File: config.mk
export PLATFORM = sky130hd
export DESIGN_NAME = egress_ats_scheduler_flat
export DESIGN_NICKNAME = d
export VERILOG_FILES = /design/src/rtl/egress_sched_pkg.sv /design/src/rtl/egress_ats_scheduler_if.sv /design/src/rtl/ats_token_bucket.sv /design/src/rtl/egress_ats_scheduler.sv /design/src/flat_wrapper.sv
export SDC_FILE = /design/constraint.sdc
export NUM_CORES = 1
export LEC_CHECK = 0
export ABC_AREA = 1
export BUFFER_PORTS_ARGS = -buffer_cell sky130_fd_sc_hd__buf_2
export CORE_ASPECT_RATIO = 0.5
export CORE_MARGIN = 2
export CORE_UTILIZATION = 36
export CTS_CLUSTER_SIZE = 24
export DETAILED_ROUTE_END_ITERATION = 16
export PLACE_DENSITY = 0.63
export SYNTH_ARGS = -nofsm -noshare
export SYNTH_HDL_FRONTEND = slang
export SYNTH_SLANG_ARGS = --single-unit
File: constraint.sdc
create_clock -name clk -period 6.4 [get_ports clk]
set_input_delay 1.28 -clock clk [delete_from_list [all_inputs] [get_ports clk]]
set_output_delay 1.28 -clock clk [all_outputs]
set_load 0.01 [all_outputs]
File: src/rtl/egress_sched_pkg.sv
// Shared state encoding, default widths and a width helper for the egress ATS scheduler.
package egress_sched_pkg;
    typedef enum logic [1:0] {
        IDLE  = 2'd0,
        GRANT = 2'd1,
        IFG   = 2'd2
    } sched_state_e;

    localparam int DEF_NUM_QUEUES    = 4;
    localparam int DEF_LEN_WIDTH     = 11;
    localparam int DEF_RATE_WIDTH    = 12;
    localparam int DEF_TOKEN_WIDTH   = 16;
    localparam int DEF_REFILL_PERIOD = 64;
    localparam int DEF_IFG_CYCLES    = 16;

    // Never returns 0 so it can always size a vector.
    function automatic int clog2(input int n);
        int r;
        r = 0;
        while ((1 << r) < n) r++;
        return (r == 0) ? 1 : r;
    endfunction
endpackage

File: src/rtl/egress_ats_scheduler_if.sv
// Queue status, shaper configuration, datapath handshake and grant outputs of one egress port.
interface egress_ats_scheduler_if
    import egress_sched_pkg::*;
#(
    parameter int NUM_QUEUES  = DEF_NUM_QUEUES,
    parameter int QW          = clog2(NUM_QUEUES),
    parameter int LEN_WIDTH   = DEF_LEN_WIDTH,
    parameter int RATE_WIDTH  = DEF_RATE_WIDTH,
    parameter int TOKEN_WIDTH = DEF_TOKEN_WIDTH
);
    logic [NUM_QUEUES-1:0]             q_nonempty;
    logic [NUM_QUEUES*LEN_WIDTH-1:0]   q_head_len;
    logic [NUM_QUEUES-1:0]             cfg_shaper_en;
    logic [NUM_QUEUES*RATE_WIDTH-1:0]  cfg_rate;
    logic [NUM_QUEUES*TOKEN_WIDTH-1:0] cfg_burst;
    logic                              tx_rdy;
    logic                              pkt_done;
    logic                              grant_valid;
    logic [NUM_QUEUES-1:0]             grant_onehot;
    logic [QW-1:0]                     grant_queue;
    logic [LEN_WIDTH-1:0]              grant_len;
    logic [NUM_QUEUES*TOKEN_WIDTH-1:0] bucket_level;

    modport master (
        output q_nonempty, q_head_len, cfg_shaper_en, cfg_rate, cfg_burst, tx_rdy, pkt_done,
        input  grant_valid, grant_onehot, grant_queue, grant_len, bucket_level
    );

    modport slave (
        input  q_nonempty, q_head_len, cfg_shaper_en, cfg_rate, cfg_burst, tx_rdy, pkt_done,
        output grant_valid, grant_onehot, grant_queue, grant_len, bucket_level
    );
endinterface

File: src/rtl/ats_token_bucket.sv
// Per-queue token bucket: registered level with deduction, periodic refill and burst clamp.
module ats_token_bucket #(
    parameter int LEN_WIDTH   = 11,
    parameter int RATE_WIDTH  = 12,
    parameter int TOKEN_WIDTH = 16
) (
    input  logic                   clk,
    input  logic                   reset,
    input  logic                   tick_i,
    input  logic                   deduct_en_i,
    input  logic [LEN_WIDTH-1:0]   deduct_len_i,
    input  logic                   shaper_en_i,
    input  logic [RATE_WIDTH-1:0]  rate_i,
    input  logic [TOKEN_WIDTH-1:0] burst_i,
    output logic [TOKEN_WIDTH-1:0] level_o,
    output logic                   eligible_o
);
    typedef logic [TOKEN_WIDTH:0] wide_t;

    logic [TOKEN_WIDTH-1:0] level_q, level_d;
    wide_t                  sum;

    // deduct_len_i is the head length, so it doubles as the eligibility threshold.
    always_comb begin
        sum = wide_t'(level_q)
            - (deduct_en_i ? wide_t'(deduct_len_i) : '0)
            + (tick_i ? wide_t'(rate_i) : '0);
        if (!shaper_en_i) begin
            level_d = burst_i;
        end else if (sum > wide_t'(burst_i)) begin
            level_d = burst_i;
        end else begin
            level_d = sum[TOKEN_WIDTH-1:0];
        end
        eligible_o = !shaper_en_i || (wide_t'(level_q) >= wide_t'(deduct_len_i));
    end

    always_ff @(posedge clk) begin
        if (reset) begin
            level_q <= '0;
        end else begin
            level_q <= level_d;
        end
    end

    assign level_o = level_q;
endmodule

File: src/rtl/egress_ats_scheduler.sv
// Egress ATS scheduler: strict priority among shaper-eligible queues, grant hold until
// end of packet, then a fixed inter-frame gap before the next decision.
module egress_ats_scheduler
    import egress_sched_pkg::*;
#(
    parameter int NUM_QUEUES    = DEF_NUM_QUEUES,
    parameter int QW            = clog2(NUM_QUEUES),
    parameter int LEN_WIDTH     = DEF_LEN_WIDTH,
    parameter int RATE_WIDTH    = DEF_RATE_WIDTH,
    parameter int TOKEN_WIDTH   = DEF_TOKEN_WIDTH,
    parameter int REFILL_PERIOD = DEF_REFILL_PERIOD,
    parameter int IFG_CYCLES    = DEF_IFG_CYCLES
) (
    input logic                   clk,
    input logic                   reset,
    egress_ats_scheduler_if.slave bus
);
    localparam int              RW          = clog2(REFILL_PERIOD);
    localparam int              IW          = clog2(IFG_CYCLES);
    localparam logic [RW-1:0]   REFILL_LAST = RW'(REFILL_PERIOD - 1);
    localparam logic [IW-1:0]   IFG_LAST    = IW'(IFG_CYCLES - 1);

    sched_state_e                      state_q, state_d;
    logic [RW-1:0]                     refill_cnt_q;
    logic [IW-1:0]                     ifg_cnt_q, ifg_cnt_d;
    logic                              grant_valid_q, grant_valid_d;
    logic [NUM_QUEUES-1:0]             grant_onehot_q, grant_onehot_d;
    logic [QW-1:0]                     grant_queue_q, grant_queue_d;
    logic [LEN_WIDTH-1:0]              grant_len_q, grant_len_d;
    logic                              tick;
    logic [NUM_QUEUES-1:0]             shaper_ok, eligible, deduct_en;
    logic [NUM_QUEUES*TOKEN_WIDTH-1:0] levels;
    logic                              pick_any;
    logic [QW-1:0]                     pick_idx;
    logic [LEN_WIDTH-1:0]              pick_len;

    assign tick     = (refill_cnt_q == REFILL_LAST);
    assign eligible = bus.q_nonempty & shaper_ok;

    for (genvar i = 0; i < NUM_QUEUES; i++) begin : g_bucket
        ats_token_bucket #(
            .LEN_WIDTH  (LEN_WIDTH),
            .RATE_WIDTH (RATE_WIDTH),
            .TOKEN_WIDTH(TOKEN_WIDTH)
        ) u_bucket (
            .clk         (clk),
            .reset       (reset),
            .tick_i      (tick),
            .deduct_en_i (deduct_en[i]),
            .deduct_len_i(bus.q_head_len[i*LEN_WIDTH +: LEN_WIDTH]),
            .shaper_en_i (bus.cfg_shaper_en[i]),
            .rate_i      (bus.cfg_rate[i*RATE_WIDTH +: RATE_WIDTH]),
            .burst_i     (bus.cfg_burst[i*TOKEN_WIDTH +: TOKEN_WIDTH]),
            .level_o     (levels[i*TOKEN_WIDTH +: TOKEN_WIDTH]),
            .eligible_o  (shaper_ok[i])
        );
    end

    // Ascending scan: the last eligible index seen is the highest priority.
    always_comb begin
        pick_any = 1'b0;
        pick_idx = '0;
        pick_len = '0;
        for (int i = 0; i < NUM_QUEUES; i++) begin
            if (eligible[i]) begin
                pick_any = 1'b1;
                pick_idx = QW'(i);
                pick_len = bus.q_head_len[i*LEN_WIDTH +: LEN_WIDTH];
            end
        end
    end

    // IDLE: awaiting decision | GRANT: holding until pkt_done | IFG: gap countdown
    always_comb begin
        state_d        = state_q;
        ifg_cnt_d      = ifg_cnt_q;
        grant_valid_d  = grant_valid_q;
        grant_onehot_d = grant_onehot_q;
        grant_queue_d  = grant_queue_q;
        grant_len_d    = grant_len_q;
        deduct_en      = '0;
        case (state_q)
            IDLE: begin
                if (bus.tx_rdy && pick_any) begin
                    state_d             = GRANT;
                    grant_valid_d       = 1'b1;
                    grant_onehot_d      = NUM_QUEUES'(1) << pick_idx;
                    grant_queue_d       = pick_idx;
                    grant_len_d         = pick_len;
                    deduct_en[pick_idx] = bus.cfg_shaper_en[pick_idx];
                end
            end
            GRANT: begin
                if (bus.pkt_done) begin
                    state_d        = IFG;
                    ifg_cnt_d      = '0;
                    grant_valid_d  = 1'b0;
                    grant_onehot_d = '0;
                    grant_queue_d  = '0;
                    grant_len_d    = '0;
                end
            end
            IFG: begin
                if (ifg_cnt_q == IFG_LAST) begin
                    state_d   = IDLE;
                    ifg_cnt_d = '0;
                end else begin
                    ifg_cnt_d = ifg_cnt_q + 1'b1;
                end
            end
            default: state_d = IDLE;
        endcase
    end

    always_ff @(posedge clk) begin
        if (reset) begin
            state_q        <= IDLE;
            refill_cnt_q   <= '0;
            ifg_cnt_q      <= '0;
            grant_valid_q  <= 1'b0;
            grant_onehot_q <= '0;
            grant_queue_q  <= '0;
            grant_len_q    <= '0;
        end else begin
            state_q        <= state_d;
            refill_cnt_q   <= tick ? '0 : refill_cnt_q + 1'b1;
            ifg_cnt_q      <= ifg_cnt_d;
            grant_valid_q  <= grant_valid_d;
            grant_onehot_q <= grant_onehot_d;
            grant_queue_q  <= grant_queue_d;
            grant_len_q    <= grant_len_d;
        end
    end

    assign bus.grant_valid  = grant_valid_q;
    assign bus.grant_onehot = grant_onehot_q;
    assign bus.grant_queue  = grant_queue_q;
    assign bus.grant_len    = grant_len_q;
    assign bus.bucket_level = levels;
endmodule

File: src/flat_wrapper.sv
// flat-port wrapper written by rule: the top's interface ports become plain ports
module egress_ats_scheduler_flat import egress_sched_pkg::*;
#(
    parameter int NUM_QUEUES    = DEF_NUM_QUEUES,
    parameter int QW            = clog2(NUM_QUEUES),
    parameter int LEN_WIDTH     = DEF_LEN_WIDTH,
    parameter int RATE_WIDTH    = DEF_RATE_WIDTH,
    parameter int TOKEN_WIDTH   = DEF_TOKEN_WIDTH,
    parameter int REFILL_PERIOD = DEF_REFILL_PERIOD,
    parameter int IFG_CYCLES    = DEF_IFG_CYCLES
)
  (clk, reset, bus_q_nonempty, bus_q_head_len, bus_cfg_shaper_en, bus_cfg_rate, bus_cfg_burst, bus_tx_rdy, bus_pkt_done, bus_grant_valid, bus_grant_onehot, bus_grant_queue, bus_grant_len, bus_bucket_level);
  egress_ats_scheduler_if #(.NUM_QUEUES(NUM_QUEUES), .QW(QW), .LEN_WIDTH(LEN_WIDTH), .RATE_WIDTH(RATE_WIDTH), .TOKEN_WIDTH(TOKEN_WIDTH)) bus_i ();
  input logic clk;
  input logic reset;
  input wire logic [$bits(bus_i.q_nonempty)-1:0] bus_q_nonempty;
  input wire logic [$bits(bus_i.q_head_len)-1:0] bus_q_head_len;
  input wire logic [$bits(bus_i.cfg_shaper_en)-1:0] bus_cfg_shaper_en;
  input wire logic [$bits(bus_i.cfg_rate)-1:0] bus_cfg_rate;
  input wire logic [$bits(bus_i.cfg_burst)-1:0] bus_cfg_burst;
  input wire logic [$bits(bus_i.tx_rdy)-1:0] bus_tx_rdy;
  input wire logic [$bits(bus_i.pkt_done)-1:0] bus_pkt_done;
  output wire logic [$bits(bus_i.grant_valid)-1:0] bus_grant_valid;
  output wire logic [$bits(bus_i.grant_onehot)-1:0] bus_grant_onehot;
  output wire logic [$bits(bus_i.grant_queue)-1:0] bus_grant_queue;
  output wire logic [$bits(bus_i.grant_len)-1:0] bus_grant_len;
  output wire logic [$bits(bus_i.bucket_level)-1:0] bus_bucket_level;
  assign bus_i.q_nonempty = bus_q_nonempty;
  assign bus_i.q_head_len = bus_q_head_len;
  assign bus_i.cfg_shaper_en = bus_cfg_shaper_en;
  assign bus_i.cfg_rate = bus_cfg_rate;
  assign bus_i.cfg_burst = bus_cfg_burst;
  assign bus_i.tx_rdy = bus_tx_rdy;
  assign bus_i.pkt_done = bus_pkt_done;
  assign bus_grant_valid = bus_i.grant_valid;
  assign bus_grant_onehot = bus_i.grant_onehot;
  assign bus_grant_queue = bus_i.grant_queue;
  assign bus_grant_len = bus_i.grant_len;
  assign bus_bucket_level = bus_i.bucket_level;
  egress_ats_scheduler #(.NUM_QUEUES(NUM_QUEUES), .QW(QW), .LEN_WIDTH(LEN_WIDTH), .RATE_WIDTH(RATE_WIDTH), .TOKEN_WIDTH(TOKEN_WIDTH), .REFILL_PERIOD(REFILL_PERIOD), .IFG_CYCLES(IFG_CYCLES)) u_core (.clk(clk), .reset(reset), .bus(bus_i));
endmodule
==> results.json <==
{
  "synthCells": 1907,
  "cts_buffers": 9,
  "die_h_um": 135,
  "clkLatencyLatePin_ns": 0.39,
  "min_period_ns": 6.32,
  "required_ns": 6.72,
  "synth_warnings": 0,
  "dp_hpwl_mm": 34.3,
  "antenna_left": 0,
  "dr.pass1.iters": 5,
  "timing.final.crit_share_pct": 98.7,
  "cp_slowest_cell": "fa_1",
  "first_iter_violations": 729,
  "layout.nets": 2809,
  "grt_pass1_vias": 12582,
  "final_hold_viol_count": 0,
  "cts_sinks": 94,
  "clock_path_buffers": 2,
  "yosysUniqueCellTypes": 48,
  "wirelength_mm": 43.2,
  "synth-seq-area-share_pct": 15.2,
  "grt_max_degree": 49,
  "ys.flop_type": "dfxtp_1",
  "die_w_um": 266,
  "holdWs_ns": 0.450,
  "vias": 13554,
  "drv_cap": 0,
  "drv_slew": 0,
  "multi_input_area_um2": 10000,
  "final_cell_mix": "379 x inv_1, 346 x nand2_1, 253 x buf_4",
  "dp_worst_setup_slack_ns": -0.438,
  "fillCellCount": 3224,
  "rsz0062_at_grt": "yes",
  "initial_core_util_pct": 37.0,
  "synth_nets": 2317,
  "gr-total-overflow": 0,
  "min_to": "u_core.refill_cnt_q[0]",
  "crit_path_frequent_cell": "nand2_1",
  "synth_top_area_share_pct": 20.0,
  "worstRegToRegCells": 41,
  "drive_gt1_share_pct": 33.2,
  "register_area_um2": 1880,
  "start_kind": "input pin",
  "max_stage_delay_ns": 0.50,
  "synth_edf_count": 0,
  "setup_violations": 0,
  "grt_pass1_wl_mm": 63.6,
  "synth-seq-cells": 94,
  "io_pins": 250,
  "clk_pin_slew_ns": 0.08,
  "via_per_inst": 4.75,
  "async_reset_ff_share_pct": 0,
  "fmax_ghz": 0.158,
  "grt_usage_pct": 22.5,
  "wire_per_inst_um": 15.1,
  "cts_tree": "yes",
  "grt_antenna_before_repair": 7,
  "min_path_cells": 1,
  "worst_pin_slew_ns": 0.733,
  "min_from": "u_core.refill_cnt_q[0]",
  "clock-root-buffer": "clkbuf_16",
  "finalWorstSetupSlack_ns": 0.0846,
  "areaGrowthSynthToFinish_pct": 44.6,
  "synth_area_per_cell_um2": 6.50,
  "syn_area_um2": 12400,
  "crit_fanout": 9,
  "reg2reg_from": "u_core.g_bucket[1].u_bucket.level_o[15]",
  "drc": 0,
  "status": "complete, no violations",
  "coreArea_um2": 33500,
  "crit_path_end_kind": "register",
  "die-area_um2": 36000,
  "timing.rr.end": "u_core.g_bucket[0].u_bucket.level_o[3]",
  "path_class": "input pin to register",
  "num_rows": 47,
  "gp_congestion": 0.956,
  "mostFrequentLayoutCell": "inv_1",
  "cp.arrival_ns": 6.63,
  "synthTopCellsByArea": "ha_1 20%, dfxtp_1 15%, inv_1 12%, nand2_1 12%, fa_1 7.1%",
  "cts_hold_buf": 0,
  "hp-class": "register to register",
  "numPortBuffers": 249,
  "relSlewSlack_pct": 51.0,
  "h-tree-depth": 3,
  "finClkSkew_ns": 0.0208,
  "reg2reg_slack_ns": 0.50,
  "synth_top_cell_by_area": "ha_1"
}
[state kept, by name, summed over array words and instances, names as in the netlist]
register                          cells
u_core.bus.grant_queue                2
u_core.bus.grant_len                 11
u_core.state_q                        2
u_core.bus.grant_onehot               4
u_core.ifg_cnt_q                      4
u_core.refill_cnt_q                   6
u_core.bus.grant_valid                1
u_core.g_bucket.u_bucket.level_o     64
[cells in the mapped netlist (4+ instances only)]
master / n
nand3b_1: 27
o21bai_1: 7
a21oi_1: 130
a21o_1: 10
o21ai_0: 57
xor2_1: 38
buf_4: 5
nand4_1: 19
ha_1: 198
inv_2: 5
fa_1: 44
a31oi_1: 12
nor2_1: 218
clkbuf_1: 24
xnor2_1: 18
buf_2: 13
nor3_1: 42
inv_1: 405
o21a_1: 4
a211oi_1: 6
nand3_1: 101
dfxtp_1: 94
nand2_1: 385
nand2_2: 7
[how the worst max path moves through the flow]
stage	depth (start not counted)	slack (ns)	end	from
2_1_floorplan	38	0.11	u_core.g_bucket[1].u_bucket.level_o[10]	bus_q_head_len[18]
3_3_place_gp	37	-0.40	u_core.g_bucket[2].u_bucket.level_o[3]	bus_q_head_len[38]
3_5_place_dp	40	-0.44	u_core.g_bucket[3].u_bucket.level_o[0]	bus_q_head_len[38]
6_report	43	0.08	u_core.g_bucket[0].u_bucket.level_o[3]	bus_q_head_len[40]
4_1_cts	42	0.001	u_core.g_bucket[3].u_bucket.level_o[0]	bus_q_head_len[25]
5_1_grt	46	-0.30	u_core.g_bucket[0].u_bucket.level_o[3]	bus_q_head_len[36]
[layout make-up]
cell class / instances / share of cell area, %
Sequential cell: 94 / 10.5
Tap cell: 441 / 3.08
Inverter: 411 / 8.78
Timing Repair Buffer: 529 / 20.1
Clock buffer: 9 / 1.26
Antenna cell: 7 / 0.0977
Clock inverter: 7 / 0.398
Multi-Input combinational cell: 1354 / 55.8
[through the flow]
step	cell area, um2	instances	TNS (ns)	util, %
finish	17900	2852	0	53.6
global route	17900	2852	-11.92	53.6
CTS	16100	2810	0	48.2
detailed placement	15800	2794	-21.58	47.2
global placement	15800	2794	-18.21	47.2
floorplan	12400	1907	0	-
[cells by family (layout without fill, tap and decap cells)]
| logic type | count (synthesis) | count (layout) | share of synthesized area [%] |
|---|---|---|---|
| flip-flops | 94 | 94 | 15.2 |
| AO/OA/AOI/OAI | 246 | 246 | 11.4 |
| AND/OR/NAND/NOR | 810 | 810 | 27.8 |
| buffers and inverters | 459 | 956 | 14.5 |
| XOR/XNOR | 56 | 56 | 3.96 |
| adder cells (fa/ha/maj) | 242 | 242 | 27.1 |
| other | 0 | 7 | 0 |
[critical path: cells and delay by family]
family                   cells  cell delay, ns
AO/OA/AOI/OAI                5            0.72
XOR/XNOR                     1            0.14
adder cells (fa/ha/maj)      4            1.29
buffers and inverters       10            1.12
AND/OR/NAND/NOR             23            2.06
[what timing repair did]
action / in CTS / in global routing
gates resized for setup: 3 / 316
pin swaps: 0 / 100
setup buffers: 0 / 29
gates cloned: 0 / 6
setup endpoints to repair: 30 / 64
[per-layer routing]
layer / wire length [um] / part of all wire (%) / vias up / global-route usage, %
met4: 1560 / 3.6 / 0 / 9.61
met1: 18900 / 44 / 6245 / 28.2
met3: 1370 / 3.2 / 80 / 3.04
li1: - / - / 6980 / -
met2: 21400 / 50 / 249 / 39.1
met5: 0 / 0 / - / 0
Power is left out: the tool's default activity adds up to more than one toggle a clock period on the data nets, which glitch-free logic cannot reach.
